--- config.mk ---
export PLATFORM = sky130hd
export DESIGN_NAME = pwm_dac_multi
export DESIGN_NICKNAME = d
export VERILOG_FILES = /design/src/rtl/pwm_dac_multi.sv
export SDC_FILE = /design/constraint.sdc
export NUM_CORES = 1
export LEC_CHECK = 0
export ABC_CLOCK_PERIOD_IN_PS = 5200
export BUFFER_PORTS_ARGS = -buffer_cell sky130_fd_sc_hd__buf_2
export CORE_UTILIZATION = 25
export CTS_CLUSTER_DIAMETER = 150
export DETAILED_ROUTE_END_ITERATION = 12
export HOLD_SLACK_MARGIN = 0.08
export SLEW_MARGIN = 5
export SYNTH_ARGS = -nofsm -noshare
export SYNTH_HDL_FRONTEND = slang
export SYNTH_SLANG_ARGS = --single-unit
--- constraint.sdc ---
create_clock -name clk -period 5.2 [get_ports clk]
set_clock_uncertainty 0.15 [all_clocks]
set_input_delay 0.26 -clock clk [delete_from_list [all_inputs] [get_ports clk]]
set_output_delay 0.26 -clock clk [all_outputs]
set_load 0.1 [all_outputs]
--- src/rtl/pwm_dac_multi.sv ---
// Multi-channel PWM DAC: shared period counter, double-buffered period/duty/mode, edge or center aligned.
// Optional fractional duty dither when PWM_DITHER_EN is defined.
module pwm_dac_multi #(
    parameter int WIDTH    = 16,
    parameter int CHANNELS = 4,
    parameter int FRAC     = 4,
`ifdef PWM_DITHER_EN
    localparam int DW      = WIDTH + FRAC
`else
    localparam int DW      = WIDTH + 0 * FRAC
`endif
) (
    input  logic                   clk,
    input  logic                   rst,
    input  logic                   enable,
    input  logic                   mode,
    input  logic [WIDTH-1:0]       period,
    input  logic [CHANNELS*DW-1:0] duty,
    input  logic                   load,
    output logic                   load_pending,
    output logic                   period_start,
    output logic [CHANNELS-1:0]    pwm_out
);

    logic [WIDTH-1:0]       cnt;
    logic                   dir;
    logic [WIDTH-1:0]       p_act, p_sh;
    logic                   mode_act, mode_sh;
    logic [CHANNELS*DW-1:0] duty_sh;
    logic [WIDTH:0]         d_eff    [CHANNELS];
    logic [WIDTH:0]         d_eff_nx [CHANNELS];
    logic                   boundary;
    logic [WIDTH-1:0]       src_p;
    logic                   src_mode;
    logic [CHANNELS*DW-1:0] src_duty;
`ifdef PWM_DITHER_EN
    logic [FRAC-1:0]        acc      [CHANNELS];
    logic [FRAC-1:0]        acc_nx   [CHANNELS];
    logic [FRAC:0]          acc_sum  [CHANNELS];
`endif

    // A load in the boundary cycle bypasses the shadow and goes straight to active.
    always_comb begin
        if (!enable)
            boundary = 1'b1;
        else if (mode_act)
            boundary = (p_act == '0) ||
                       ((cnt == WIDTH'(1)) && (dir || (p_act == WIDTH'(1))));
        else
            boundary = (cnt == p_act);
        src_p    = load ? period : p_sh;
        src_mode = load ? mode   : mode_sh;
        src_duty = load ? duty   : duty_sh;
        for (int i = 0; i < CHANNELS; i++) begin
`ifdef PWM_DITHER_EN
            acc_sum[i]  = {1'b0, acc[i]} + {1'b0, src_duty[i*DW +: FRAC]};
            acc_nx[i]   = enable ? acc_sum[i][FRAC-1:0] : acc[i];
            d_eff_nx[i] = {1'b0, src_duty[i*DW+FRAC +: WIDTH]}
                          + (WIDTH+1)'(enable & acc_sum[i][FRAC]);
`else
            d_eff_nx[i] = {1'b0, src_duty[i*DW +: WIDTH]};
`endif
        end
    end

    always_ff @(posedge clk or posedge rst) begin
        if (rst) begin
            cnt          <= '0;
            dir          <= 1'b0;
            p_act        <= '0;
            p_sh         <= '0;
            mode_act     <= 1'b0;
            mode_sh      <= 1'b0;
            duty_sh      <= '0;
            load_pending <= 1'b0;
            period_start <= 1'b0;
            pwm_out      <= '0;
            for (int i = 0; i < CHANNELS; i++) begin
                d_eff[i] <= '0;
`ifdef PWM_DITHER_EN
                acc[i]   <= '0;
`endif
            end
        end else begin
            if (load) begin
                p_sh    <= period;
                mode_sh <= mode;
                duty_sh <= duty;
            end
            period_start <= enable && (cnt == '0);
            for (int i = 0; i < CHANNELS; i++)
                pwm_out[i] <= enable && ({1'b0, cnt} < d_eff[i]);
            if (boundary) begin
                cnt          <= '0;
                dir          <= 1'b0;
                p_act        <= src_p;
                mode_act     <= src_mode;
                load_pending <= 1'b0;
                d_eff        <= d_eff_nx;
`ifdef PWM_DITHER_EN
                acc          <= acc_nx;
`endif
            end else begin
                if (load)
                    load_pending <= 1'b1;
                if (!mode_act) begin
                    cnt <= cnt + 1'b1;
                end else if (dir) begin
                    cnt <= cnt - 1'b1;
                end else if (cnt == p_act) begin
                    cnt <= cnt - 1'b1;
                    dir <= 1'b1;
                end else begin
                    cnt <= cnt + 1'b1;
                end
            end
        end
    end

endmodule

* Word level (Yosys, flattened, before mapping) *
Cells that the tools add are included.

operators by class
  $add $sub $neg = 2
  order comparisons = 4
  equality and inequality tests = 3
  muxes and demuxes = 15
  reduce and logical (&&, ||, !) cells = 12

operators by type and width
  cell                                                                  number
  16-bit 2-to-1 mux                                                     5
  16-bit less-than comparator                                           4
  64-bit 2-to-1 mux                                                     1
  16-bit by 1-bit == test with 1-bit output, second input constant      2
  16-bit zero test                                                      2
  16-bit by 1-bit adder with 16-bit output, second input constant       1
  16-bit == test                                                        1
  16-bit by 1-bit subtractor with 16-bit output, second input constant  1
  1-bit 2-to-1 mux                                                      9
  1-bit logical AND                                                     6
  2-bit nonzero test                                                    2
  1-bit logical OR                                                      2

storage, ports and cells
  flip-flop bits (word level) = 185
  output and inout bits = 6
  word-level logic and storage cells = 50

* Depth between registers and ports, before layout *
  depth in word-level cells = 7
  gate-level depth with buffers = 10
  gate-level depth less buffers = 9

* Worst setup path after synthesis *
Ideal clock, no wire load.

  path type = reg-to-reg
  start point = reg cnt[7]
  end point = reg d_eff[24] (netlist bit)
  library setup time = 0.127 ns
  data arrival time = 2.509 ns
  data required time = 4.923 ns
  setup slack = 2.413 ns
  cell stages (with the launch flop) = 10
  buffers on the path = 3
  path through = dfrtp_1 -> clkbuf_1 -> xnor2_1 -> nand4_1 -> or4_1 -> o21ai_4 -> or2_4 -> buf_8 -> buf_6 -> mux2_1

between the ends
  cells in the longest elaborated chain, start to end = 5
  elaborated cells between the ends (all ways) = 6

ends and longest elaborated chain
  item                                       RTL line  text
  start: declaration                         25        logic [WIDTH-1:0] cnt;
  start signal: assignment                   107       cnt <= cnt + 1'b1;
  start signal: assignment                   109       cnt <= cnt - 1'b1;
  start signal: assignment                   111       cnt <= cnt - 1'b1;
  16-bit by 1-bit == test with 1-bit output  48        ((cnt == WIDTH'(1)) && (dir || (p_act == WIDTH'(1))));
  1-bit logical AND                          48
  1-bit logical OR                           47        boundary = (p_act == '0) ||
  1-bit 2-to-1 mux (*)                       46        else if (mode_act)
  1-bit 2-to-1 mux (*)                       44        if (!enable)
  end signal: assignment                     99        d_eff <= d_eff_nx;
  end: declaration                           30        logic [WIDTH:0] d_eff [CHANNELS];

Mark *: on every way between the ends. The rest lies on a longest branch, timed or not.
A chain may end at the register's enable or synchronous reset.

* Worst setup path in the final report *
  start point = reg cnt[5]
  end point = reg p_act[3]

between the ends
  cells in the longest elaborated chain, start to end = 5
  elaborated cells between the ends (all ways) = 6

ends and longest elaborated chain
  item                                       RTL line  text
  16-bit by 1-bit == test with 1-bit output  48
  1-bit logical AND                          48
  1-bit logical OR                           47
  1-bit 2-to-1 mux (*)                       46
  1-bit 2-to-1 mux (*)                       44
  end signal: assignment                     96        p_act <= src_p;
  end: declaration                           27        logic [WIDTH-1:0] p_act, p_sh;

Marked as above.

==> impl_metrics.toml <==
[clock_network]
cts_made_buffers = 17
cts.path.max_buffers = 2
htree_levels = 4
clockRootBuffer = "clkbuf_16"
cts_sinks = 185
insertion_delay_ns = 0.44
cts_tree = "built"
cts_setup_buffers = 0
clk_pin_slew_ns = 0.08

[routing]
drt_iter0_markers = 317
routed_wl_um = 22090
vias = 6391
dr.pass1.iters = 5
wl_per_cell_um = 15.63
viasPerCell = 4.523
ant_nets = 0
drc_errors = 0

[finish]
areaGrowthSynthToFinish_pct = 24.36
fillers = 3702
regArea_um2 = 4629
fin_area_um2 = 11650
nets = 1081
drive_above_1_share = 0.2571
multi_input_area_um2 = 4203
diodes = 0

[die]
coreArea_um2 = 36700
io_pins = 91
die_h_um = 195.6
rows = 70
initial_core_util = 0.2552
die_area_um2 = 38240
die_w_um = 195.6

[setup_path]
crit_path_max_fanout = 48
reg2regPathDepth = 7
endpoint = "p_act[3]"
end_kind = "register"
r2r-start = "cnt[5]"
criticalPathCategory = "register to register"
crit_arrival_ns = 4.06
critPathLaunch = "cnt[5]"
startpoint_type = "register"
r2r_slack_ns = 1.30
worstPathRequired_ns = 5.36
r2r-end = "p_act[3]"

[sta]
worst_pin_slew_ns = 1.074
finalSetupTns_ns = 0
setup_ws_ns = 1.300
clock.fmax_ghz = 0.2564
max-slew-margin-rel = 0.2840
finalHoldViolCount = 0
post-route-min-period_ns = 3.900
holdWs_ns = 0.2836
setup_viol = 0
period_share = 0.7501
rsz0062_at_grt = "false"
slew_viol_final = 0

[synthesis]
yosysTopAreaCell = "dfrtp_1"
synth_cell_types = 50
ys_seq_elements = 185
yosys-top-cells-area = "dfrtp_1, mux2_2, ha_1, mux2_1, inv_1"
syn_area_um2 = 9365
seq_area_frac_synth = 0.4943
synth_top_area_frac = 0.4943
syn_nets = 917
yosysWarnings = 0
postSynthCellCount = 769
syn_area_per_cell_um2 = 12.18

[grt]
overflow = 0
grt_use_total = 0.1206
grt_pass1_vias = 6590
grt_antenna_before_repair = 0
grt_max_degree = 160
grt_pass1_wl_um = 36070

[placed_design]
dpl_cell_area_um2 = 10240
pre_cts_slack_ns = 1.323
portBuffers = 90
place_congestion = 0.8640
hpwl_um = 15390

[pwr]
ir_drop_v = 0.0001680
powerDensity_nw_per_um2 = 314.4
leakage_nw = 5.482

[hold_path]
min_path_type = "primary input to async pin"

[status]
outcome = "completed"

[job]
drv_cap = 0
## how the worst min path moves through the flow
stage                         to  slack [ns]  startpoint  cells past startpoint
global placement     duty_sh[24]        0.22         rst                      2
CTS                  duty_sh[24]        0.30         rst                      3
floorplan           period_start        0.22      enable                      2
finish               duty_sh[24]        0.28         rst                      3
detailed placement   duty_sh[24]        0.23         rst                      2
global route         duty_sh[24]        0.34         rst                      3
## power by group
group          total, mW  internal, mW  leakage, nW  switching, mW
Combinational      0.683         0.324         3.01          0.358
Clock               1.28         0.641        0.274          0.635
Sequential          1.70          1.60         2.20         0.0986
## logic make-up (layout without fill, tap and decap cells)
| family | Yosys count | after routing | synth area share |
|---|---|---|---|
| DFF | 185 | 185 | 0.4943 |
| muxes | 161 | 161 | 0.1936 |
| and+or+nand+nor | 120 | 120 | 0.06827 |
| buffers and inverters | 113 | 289 | 0.05691 |
| AOI/OAI and AO/OA | 107 | 107 | 0.08404 |
| adders and majority gates | 63 | 63 | 0.08417 |
| xor gates and xnor gates | 20 | 20 | 0.01870 |
## flip-flops by register name, indices dropped and copies added (netlist names), 4 cells and up
register and count:
duty_sh 64, p_act 16, p_sh 16, pwm_out 4
d_eff 64, cnt 16
## per-layer routing
metal | part of all wire | track usage | vias up
li1 | - | - | 3069
met1 | 0.47 | 0.1647 | 3131
met2 | 0.47 | 0.1903 | 160
met3 | 0.046 | 0.02608 | 31
met4 | 0.016 | 0.03558 | 0
met5 | 0 | 0 | -
## worst max-delay path: stages, from the launching register on
cell and delay [ns]:
dfrtp_1 0.76, xnor2_1 0.20, nand4_1 0.19, or4_1 0.59, o21ai_4 0.46, or2_4 0.71, buf_4 0.37, mux2_1 0.34
## cell usage in the layout (no fill, tap or decap), drive strengths merged, types with 4 or more instances in the layout
cell type,Yosys,final
a211oi,16,16
nor4,11,11
mux2,161,161
nand4,14,14
dfrtp,185,185
clkinv,0,5
clkbuf,21,17
nor2,20,20
nand2b,8,8
clkinvlp,0,4
buf,15,98
nor3,15,15
a311oi,5,5
or4,7,7
dlygate4sd3,0,83
a221oi,6,6
nand2,23,23
inv,77,82
a21o,28,28
nand3,8,8
and3,6,6
o21ai,19,19
xnor2,17,17
ha,63,63
a21oi,15,15
## repair_timing
item / 4_1_cts / 5_1_grt
hold buffers: 83 / 0
setup endpoints to repair: 0 / 0
gates resized for setup: 0 / 0
hold endpoints to repair: 187 / 0
## through the flow
stage                     power (mW)    util  std cells
after detailed placement       2.372  0.2789       1299
final                          3.662  0.3174       1413
after floorplan                2.173       -        769
after global routing           3.877  0.3174       1413
after global placement         2.355  0.2789       1299
after CTS                      3.713  0.3174       1413
## cells in the mapped netlist (all sizes together)
cell    instances
and3b           1
or3             3
a311oi          5
clkbuf         21
xor2            3
or4b            1
nor4b           1
o221ai          1
o21a            3
a221oi          6
a211oi         16
dfrtp         185
o22a            1
a22oi           3
o32ai           1
a21o           28
o31a            2
nand3           8
ha             63
a31oi           1
o31ai           1
and3            6
o41ai           2
nor2           20
o21ai          19
or2             2
nand2          23
nor3           15
inv            77
nand4          14
a21oi          15
mux2          161
nand2b          8
buf            15
or4             7
nor4           11
o32a            3
xnor2          17
## final cells by class
class                   count  area share
flip-flops and latches    185      0.3975
inverters                  77     0.02514
well taps                 468     0.05028
clock inverters            14     0.01321
clock buffers              17     0.03653
multi-input cells         471      0.3609
repair buffers            181      0.1165
(Power assumes the default switching activity.)
